==> src/rtl/irq_pending_ctrl.sv <==
// Interrupt front end: per-source edge/level pending tracking, fixed-priority
// arbitration (highest index wins) and a req/ack/done claim handshake to the core.

module priority_encoder #(
    parameter int N = 8,
    parameter int W = 3
) (
    input  logic         i_en,
    input  logic [N-1:0] i_a,
    output logic [W-1:0] o_y,
    output logic         o_indicate
);
    // Ascending scan: the last set bit seen is the highest index, so it wins.
    always_comb begin
        o_y        = '0;
        o_indicate = 1'b0;
        if (i_en) begin
            for (int i = 0; i < N; i++) begin
                if (i_a[i]) begin
                    o_y        = W'(i);
                    o_indicate = 1'b1;
                end
            end
        end
    end
endmodule

module irq_pending_ctrl #(
    parameter int N_SRC = 8,
    parameter int ID_W  = 3
) (
    input  logic             clk,
    input  logic             rst,
    input  logic [N_SRC-1:0] irq_in,
    input  logic [N_SRC-1:0] edge_mode,
    input  logic [N_SRC-1:0] irq_enable,
    output logic             irq_req,
    output logic [ID_W-1:0]  irq_id,
    input  logic             irq_ack,
    input  logic             irq_done,
    output logic             busy,
    output logic [N_SRC-1:0] pending,
    output logic [1:0]       o_dbg_state
);
    // Handshake: irq_req stays high with a stable irq_id until the core pulses
    // irq_ack (claim) or the request is withdrawn because the source is no longer
    // eligible; after a claim, busy stays high until the core pulses irq_done.
    // irq_ack outside a request and irq_done outside service are ignored.
    typedef enum logic [1:0] {
        ST_IDLE    = 2'd0,
        ST_REQ     = 2'd1,
        ST_SERVICE = 2'd2
    } state_t;

    state_t             r_state;
    state_t             w_state_nxt;
    logic [ID_W-1:0]    r_irq_id;
    logic [ID_W-1:0]    w_irq_id_nxt;
    logic [N_SRC-1:0]   r_irq_q;
    logic [N_SRC-1:0]   r_pending;
    logic [N_SRC-1:0]   w_pending_nxt;
    logic [N_SRC-1:0]   w_rise;
    logic [N_SRC-1:0]   w_eligible;
    logic [N_SRC-1:0]   w_claim_mask;
    logic               w_claim;
    logic [ID_W-1:0]    w_enc_y;
    logic               w_enc_ind;

    assign w_rise       = irq_in & ~r_irq_q;
    assign w_eligible   = r_pending & irq_enable;
    assign w_claim      = (r_state == ST_REQ) && irq_ack;
    assign w_claim_mask = w_claim ? (N_SRC'(1) << r_irq_id) : '0;

    // A rise coincident with a claim keeps the bit set, so the new edge is not lost.
    assign w_pending_nxt = (edge_mode & (w_rise | (r_pending & ~w_claim_mask)))
                         | (~edge_mode & irq_in);

    priority_encoder #(
        .N (N_SRC),
        .W (ID_W)
    ) u_prio (
        .i_en       (r_state == ST_IDLE),
        .i_a        (w_eligible),
        .o_y        (w_enc_y),
        .o_indicate (w_enc_ind)
    );

    always_comb begin
        w_state_nxt  = r_state;
        w_irq_id_nxt = r_irq_id;
        case (r_state)
            ST_IDLE: begin
                if (w_enc_ind) begin
                    w_state_nxt  = ST_REQ;
                    w_irq_id_nxt = w_enc_y;
                end
            end
            ST_REQ: begin
                if (irq_ack) begin
                    w_state_nxt = ST_SERVICE;
                end else if (!w_eligible[r_irq_id]) begin
                    w_state_nxt  = ST_IDLE;
                    w_irq_id_nxt = '0;
                end
            end
            ST_SERVICE: begin
                if (irq_done) begin
                    w_state_nxt  = ST_IDLE;
                    w_irq_id_nxt = '0;
                end
            end
            default: begin
                w_state_nxt  = ST_IDLE;
                w_irq_id_nxt = '0;
            end
        endcase
    end

    always_ff @(posedge clk) begin
        if (rst) begin
            r_state   <= ST_IDLE;
            r_irq_id  <= '0;
            r_irq_q   <= '0;
            r_pending <= '0;
        end else begin
            r_state   <= w_state_nxt;
            r_irq_id  <= w_irq_id_nxt;
            r_irq_q   <= irq_in;
            r_pending <= w_pending_nxt;
        end
    end

    assign irq_req     = (r_state == ST_REQ);
    assign busy        = (r_state == ST_SERVICE);
    assign irq_id      = r_irq_id;
    assign pending     = r_pending;
    assign o_dbg_state = r_state;
endmodule

==> config.mk <==
export PLATFORM = sky130hd
export DESIGN_NAME = irq_pending_ctrl
export DESIGN_NICKNAME = d
export VERILOG_FILES = /design/src/rtl/irq_pending_ctrl.sv
export SDC_FILE = /design/constraint.sdc
export NUM_CORES = 1
export LEC_CHECK = 0
export ABC_CLOCK_PERIOD_IN_PS = 1400
export CAP_MARGIN = 20
export CORE_ASPECT_RATIO = 1.4
export CORE_MARGIN = 10
export CORE_UTILIZATION = 38
export DETAILED_ROUTE_END_ITERATION = 12
export PLACE_DENSITY = 0.77
export SYNTH_ARGS = -nofsm -noshare
export SYNTH_HDL_FRONTEND = slang
export SYNTH_SLANG_ARGS = --single-unit
==> constraint.sdc <==
create_clock -name clk -period 1.4 [get_ports clk]
set_input_delay 0.14 -clock clk [delete_from_list [all_inputs] [get_ports clk]]
set_output_delay 0.14 -clock clk [all_outputs]
set_load 0.02 [all_outputs]
==> flow_summary.json, run 1 <==
{
  "status": "finished with violations",
  "failed_checks": "setup timing",
  "drtIter0Drc": 21,
  "layout-drive-gt1-share_pct": 22.7,
  "die_h_um": 82.2,
  "path_clk_slew_ps": 120,
  "gp_congestion": 0.843,
  "fin_tns_setup_ps": -74.4,
  "cts_num_sinks": 21,
  "stdcell_area_sq_um": 1670,
  "post-route-period-util_pct": 103,
  "n_antenna_cell": 0,
  "syn_nets": 152,
  "critical_path_class": "reg2reg",
  "fp-row-count": 22,
  "port_buffers": 42,
  "use_met3_pct": 2.16,
  "crit_path_end_kind": "flip-flop",
  "die_w_um": 64.4,
  "synth_adder_area_share_pct": 0,
  "drt-wirelength-per-cell_um": 14.9,
  "grt_start_max_net_pins": 13,
  "synthArstFlopShare_pct": 0,
  "vias": 1122,
  "hold_viol_final": 0,
  "min_path_type": "in2reg",
  "synth_top_family_by_area": "simple AND/OR/NAND/NOR gates",
  "grt_pass1_wl_um": 5080,
  "worstSetupStartpointType": "flip-flop",
  "ir_drop_mv": 0.615,
  "p_per_area_nw_per_um2": 937,
  "synth-compound-area-share_pct": 20.5,
  "root_buffer": "clkbuf_4",
  "synthToLayoutAreaGrowth_pct": 59.0,
  "grt_antenna_before_repair": 0,
  "slew_headroom_pct": 78.1,
  "arrival_ps": 1660,
  "setup_viol": 2,
  "pre_cts_ws_ps": -263,
  "drtPass1Iterations": 6,
  "core_sq_um": 2640,
  "use_met2_pct": 22.8,
  "dpl_cell_area_sq_um": 1590,
  "path_max_fanout": 7,
  "grt.overflow.total": 0,
  "synthCells": 124,
  "routed_via_density": 5.17,
  "avgSynthCellArea_sq_um": 8.48,
  "clk_latency_ps": 310,
  "cts_made_buffers": 3,
  "cts_tree": "yes",
  "cellLeakagePower_nw": 0.687,
  "grt_usage_pct": 11.7,
  "min_period_ps": 1440,
  "maxSlewViolCount": 0,
  "nets": 210,
  "place_hpwl_um": 2570,
  "worst_pin_slew_ps": 325,
  "drc_errors": 0,
  "cts_hold_buf": 0,
  "cap_violations": 0,
  "synth-simple-area-share_pct": 35.6,
  "synth-main-ff-cell": "dfxtp_1",
  "grt_pass1_vias": 1133,
  "synth_edf_count": 0,
  "cts_buffer_depth": 2,
  "rsz0062_at_grt": "true",
  "die-area_sq_um": 5300,
  "start_util_pct": 39.8,
  "ant_nets": 0,
  "dp.cells": 209,
  "ys_warn_count": 0,
  "ios": 43,
  "final_cell_count_no_fill": 217,
  "fin_ws_ps": -43.9,
  "ys_seq_elements": 21,
  "synth_xor_xnor_area_share_pct": 0,
  "htreeDepth": 1,
  "wl_um": 3240,
  "syn_area_sq_um": 1050,
  "met1_usage_pct": 11.9,
  "ys_seq_area_share_pct": 40.0,
  "clock.fmax_mhz": 693,
  "crit_required_ps": 1610,
  "synthMuxAreaShare_pct": 0,
  "busiest_layer": "met2",
  "holdWs_ps": 387,
  "skew_ps": 6.34,
  "synth_cell_types": 32
}
## worst paths after layout
check,cells after the start,slack (ps),endpoint,startpoint
setup / recovery,6,-40,o_dbg_state[0]$_SDFFE_PP0P_,irq_id[1]$_SDFFE_PP0P_
hold / removal,2,390,r_irq_q[0]$_SDFF_PP0_,irq_in[0]
setup reg to reg,6,-40,o_dbg_state[0]$_SDFFE_PP0P_,irq_id[1]$_SDFFE_PP0P_
hold reg to reg,3,480,pending[5]$_SDFF_PP0_,r_irq_q[5]$_SDFF_PP0_
## power breakdown
part / total, mW / switching, mW / internal (mW)
clock: 0.295 / 0.184 / 0.111
combinational: 0.541 / 0.246 / 0.295
sequential: 0.730 / 0.0746 / 0.655
## placed cells by master (no fill, tap or decap), types with 2 or more instances in the layout
master           netlist  layout
nand2_1               31      31
clkdlybuf4s50_1        0      27
dfxtp_1               21      13
dlygate4sd2_1          0      13
buf_4                  0      13
nor2_1                 8       8
nor2b_1                9       8
o31ai_1                8       8
dfxtp_2                0       5
inv_1                  4       4
a32o_1                 4       4
o21ai_0                3       3
or2_2                  3       3
clkbuf_4               0       3
dfxtp_4                0       3
nand2b_4               1       2
nor3_4                 0       2
nand4b_1               2       2
nand4_1                2       2
nand3b_1               2       2
a22o_1                 3       2
a211o_1                2       2
nor3_1                 3       2
clkdlybuf4s15_1        0       2
## worst max-delay path, stage by stage (launching register included)
cell and delay (ps):
dfxtp_4 430, buf_6 140, nand2b_4 60, nor2_2 130
nor3_4 70, a211o_1 300, a221oi_2 230
## state kept, by name, summed over array words and instances (netlist names)
register,cells
irq_id,3
o_dbg_state,2
r_irq_q,8
pending,8
## area by class of cell
type	count	area, sq um
Clock buffer	4	26.3
Fill cell	242	971
Inverter	4	15.0
Multi-Input combinational cell	96	634
Sequential cell	21	438
Tap cell	36	45.0
Timing Repair Buffer	56	513
## layer usage
layer | share of wire (%) | routed length, um
met5 | 0 | 0
met4 | 1.4 | 46
met3 | 5.3 | 170
met2 | 55 | 1790
met1 | 38 | 1230
## synthesized netlist by cell type (2+ instances only)
cell	instances	area share [%]
a211o_1	2	1.7
a22o_1	3	2.5
a32o_1	4	3.8
buf_6	2	2.1
dfxtp_1	21	40
inv_1	4	1.4
nand2_1	31	11
nand2b_1	2	1.2
nand3b_1	2	1.4
nand4_1	2	1.2
nand4b_1	2	1.7
nor2_1	8	2.9
nor2b_1	9	5.4
nor3_1	3	1.4
o21ai_0	3	1.4
o31ai_1	8	5.7
or2_2	3	1.8
## per-stage QoR
stage,utilization (%),total power [mW]
floorplan,-,1.01
global placement,60.2,1.25
detailed placement,60.2,1.27
CTS,61.6,1.55
global route,63.3,1.65
finish,63.3,1.57
## kinds of logic after synthesis
kind of cell	after synthesis
AOI/OAI and AO/OA	26
buffers and inverters	7
DFF	21
and+or+nand+nor	70
## repair_timing
action / in CTS / in global routing
hold endpoints to repair: 0 / 0
cloned: 0 / 0
gates resized for setup: 19 / 9
setup endpoints to repair: 19 / 5
pin swaps: 2 / 2
setup buffers: 3 / 1
No activity file was read; power rests on OpenSTA's default activity.
==> run 2, diff against run 1 <==
--- a/config.mk
+++ b/config.mk
@@ -9,9 +9,10 @@
 export CAP_MARGIN = 20
 export CORE_ASPECT_RATIO = 1.4
 export CORE_MARGIN = 10
-export CORE_UTILIZATION = 38
+export CORE_UTILIZATION = 35
 export DETAILED_ROUTE_END_ITERATION = 12
-export PLACE_DENSITY = 0.77
+export PLACE_DENSITY = 0.72
+export SETUP_SLACK_MARGIN = 0.15
 export SYNTH_ARGS = -nofsm -noshare
 export SYNTH_HDL_FRONTEND = slang
 export SYNTH_SLANG_ARGS = --single-unit
==> flow_summary.json, run 2 (same netlist as run 1, synthesis figures left out) <==
{
  "core_sq_um": 2880,
  "grt_usage_pct": 11.2,
  "slew_headroom_pct": 77.3,
  "port_buffers": 42,
  "min_period_ps": 1400,
  "clock.fmax_mhz": 714,
  "root_buffer": "clkbuf_8",
  "path_max_fanout": 3,
  "grt_start_max_net_pins": 16,
  "ios": 43,
  "arrival_ps": 1600,
  "cap_violations": 0,
  "die_h_um": 84.8,
  "hold_viol_final": 0,
  "fin_ws_ps": -1.09,
  "fin_tns_setup_ps": -1.09,
  "drtPass1Iterations": 4,
  "htreeDepth": 1,
  "status": "finished with violations",
  "cts_num_sinks": 21,
  "post-route-period-util_pct": 100,
  "skew_ps": 2.35,
  "grt_pass1_vias": 1185,
  "cts_tree": "yes",
  "n_antenna_cell": 0,
  "fp-row-count": 23,
  "dp.cells": 207,
  "pre_cts_ws_ps": -271,
  "grt_antenna_before_repair": 0,
  "cts_hold_buf": 0,
  "dpl_cell_area_sq_um": 1580,
  "vias": 1145,
  "grt_pass1_wl_um": 5250,
  "final_cell_count_no_fill": 219,
  "maxSlewViolCount": 0,
  "drtIter0Drc": 54,
  "crit_path_end_kind": "flip-flop",
  "nets": 211,
  "failed_checks": "setup timing",
  "stdcell_area_sq_um": 1720,
  "setup_viol": 1,
  "min_path_type": "in2reg",
  "path_clk_slew_ps": 70,
  "drc_errors": 0,
  "worstSetupStartpointType": "flip-flop",
  "die-area_sq_um": 5630,
  "die_w_um": 66.3,
  "p_per_area_nw_per_um2": 970,
  "wl_um": 3240,
  "drt-wirelength-per-cell_um": 14.8,
  "cts_made_buffers": 3,
  "rsz0062_at_grt": "true",
  "ir_drop_mv": 0.582,
  "synthToLayoutAreaGrowth_pct": 63.3,
  "final_common_cell": "nand2_1",
  "layout_common_cells": "31 x nand2_1, 24 x clkdlybuf4s50_1, 15 x buf_4",
  "grt.overflow.total": 0,
  "place_hpwl_um": 2610,
  "total_power_mw": 1.66,
  "gp_congestion": 0.827,
  "worst_pin_slew_ps": 337,
  "start_util_pct": 36.5,
  "layout-drive-gt1-share_pct": 29.7,
  "clk_latency_ps": 260,
  "cts_buffer_depth": 2,
  "routed_via_density": 5.23,
  "ant_nets": 0,
  "crit_required_ps": 1600,
  "cellLeakagePower_nw": 0.731,
  "critical_path_class": "reg2reg"
}
==> run 2: cell count changes in the layout (fill, tap and decap cells not counted), sizes merged <==
| cell | before | now |
|---|---|---|
| clkdlybuf4s15 | 2 | 1 |
| clkdlybuf4s50 | 27 | 24 |
| clkbuf | 4 | 6 |
| buf | 14 | 17 |
| dlymetal6s2s | 0 | 2 |
| dlygate4sd2 | 13 | 11 |
==> run 2: what timing repair did <==
item / 4_1_cts / 5_1_grt
pin swaps: 1 / 3
endpoints found under the setup margin: 19 / 13
cloned: 0 / 0
resized for setup: 25 / 17
buffers inserted: 1 / 7
==> run 2: final cells by class <==
class,instances,area [sq um]
well taps,37,46.3
inverters,4,15.0
multi-input cells,96,661
clock buffers,4,45.0
fillers,251,1160
repair buffers,57,505
flip-flops and latches,21,444
==> run 2: through the flow <==
stage / hold WS [ps] / util, %
after floorplan: 223 / -
after global placement: 446 / 54.8
final: 445 / 59.7
after detailed placement: 453 / 54.8
after global routing: 456 / 59.7
after CTS: 450 / 56.8
==> run 2: final timing paths <==
check | startpoint | depth (start not counted) | slack (ps) | end
max | pending[6]$_SDFF_PP0_ | 5 | -1 | irq_id[0]$_SDFFE_PP0P_
min reg2reg | r_irq_q[4]$_SDFF_PP0_ | 3 | 470 | pending[4]$_SDFF_PP0_
max reg2reg | pending[6]$_SDFF_PP0_ | 5 | -1 | irq_id[0]$_SDFFE_PP0P_
min | irq_in[0] | 2 | 450 | r_irq_q[0]$_SDFF_PP0_
==> run 2: critical path: stages (launching register included) <==
cell,delay (ps)
dfxtp_4,350
a22o_4,230
nor4_4,330
a21oi_2,100
o211ai_1,130
a32o_2,210
==> run 2: routing by layer <==
layer / vias to the layer above / share of wire (%) / GRT usage [%]
met5: - / 0 / 0
met4: 0 / 2.0 / 5.16
met3: 6 / 5.2 / 2.89
met2: 29 / 54 / 20.4
met1: 548 / 39 / 11.4
li1: 562 / - / -
==> run 2: power breakdown <==
group	leakage (nW)	internal, mW	switching, mW	total (mW)
sequential	0.179	0.658	0.0808	0.739
clock	0.0228	0.203	0.190	0.393
combinational	0.529	0.286	0.247	0.533
total	0.731	1.15	0.518	1.66
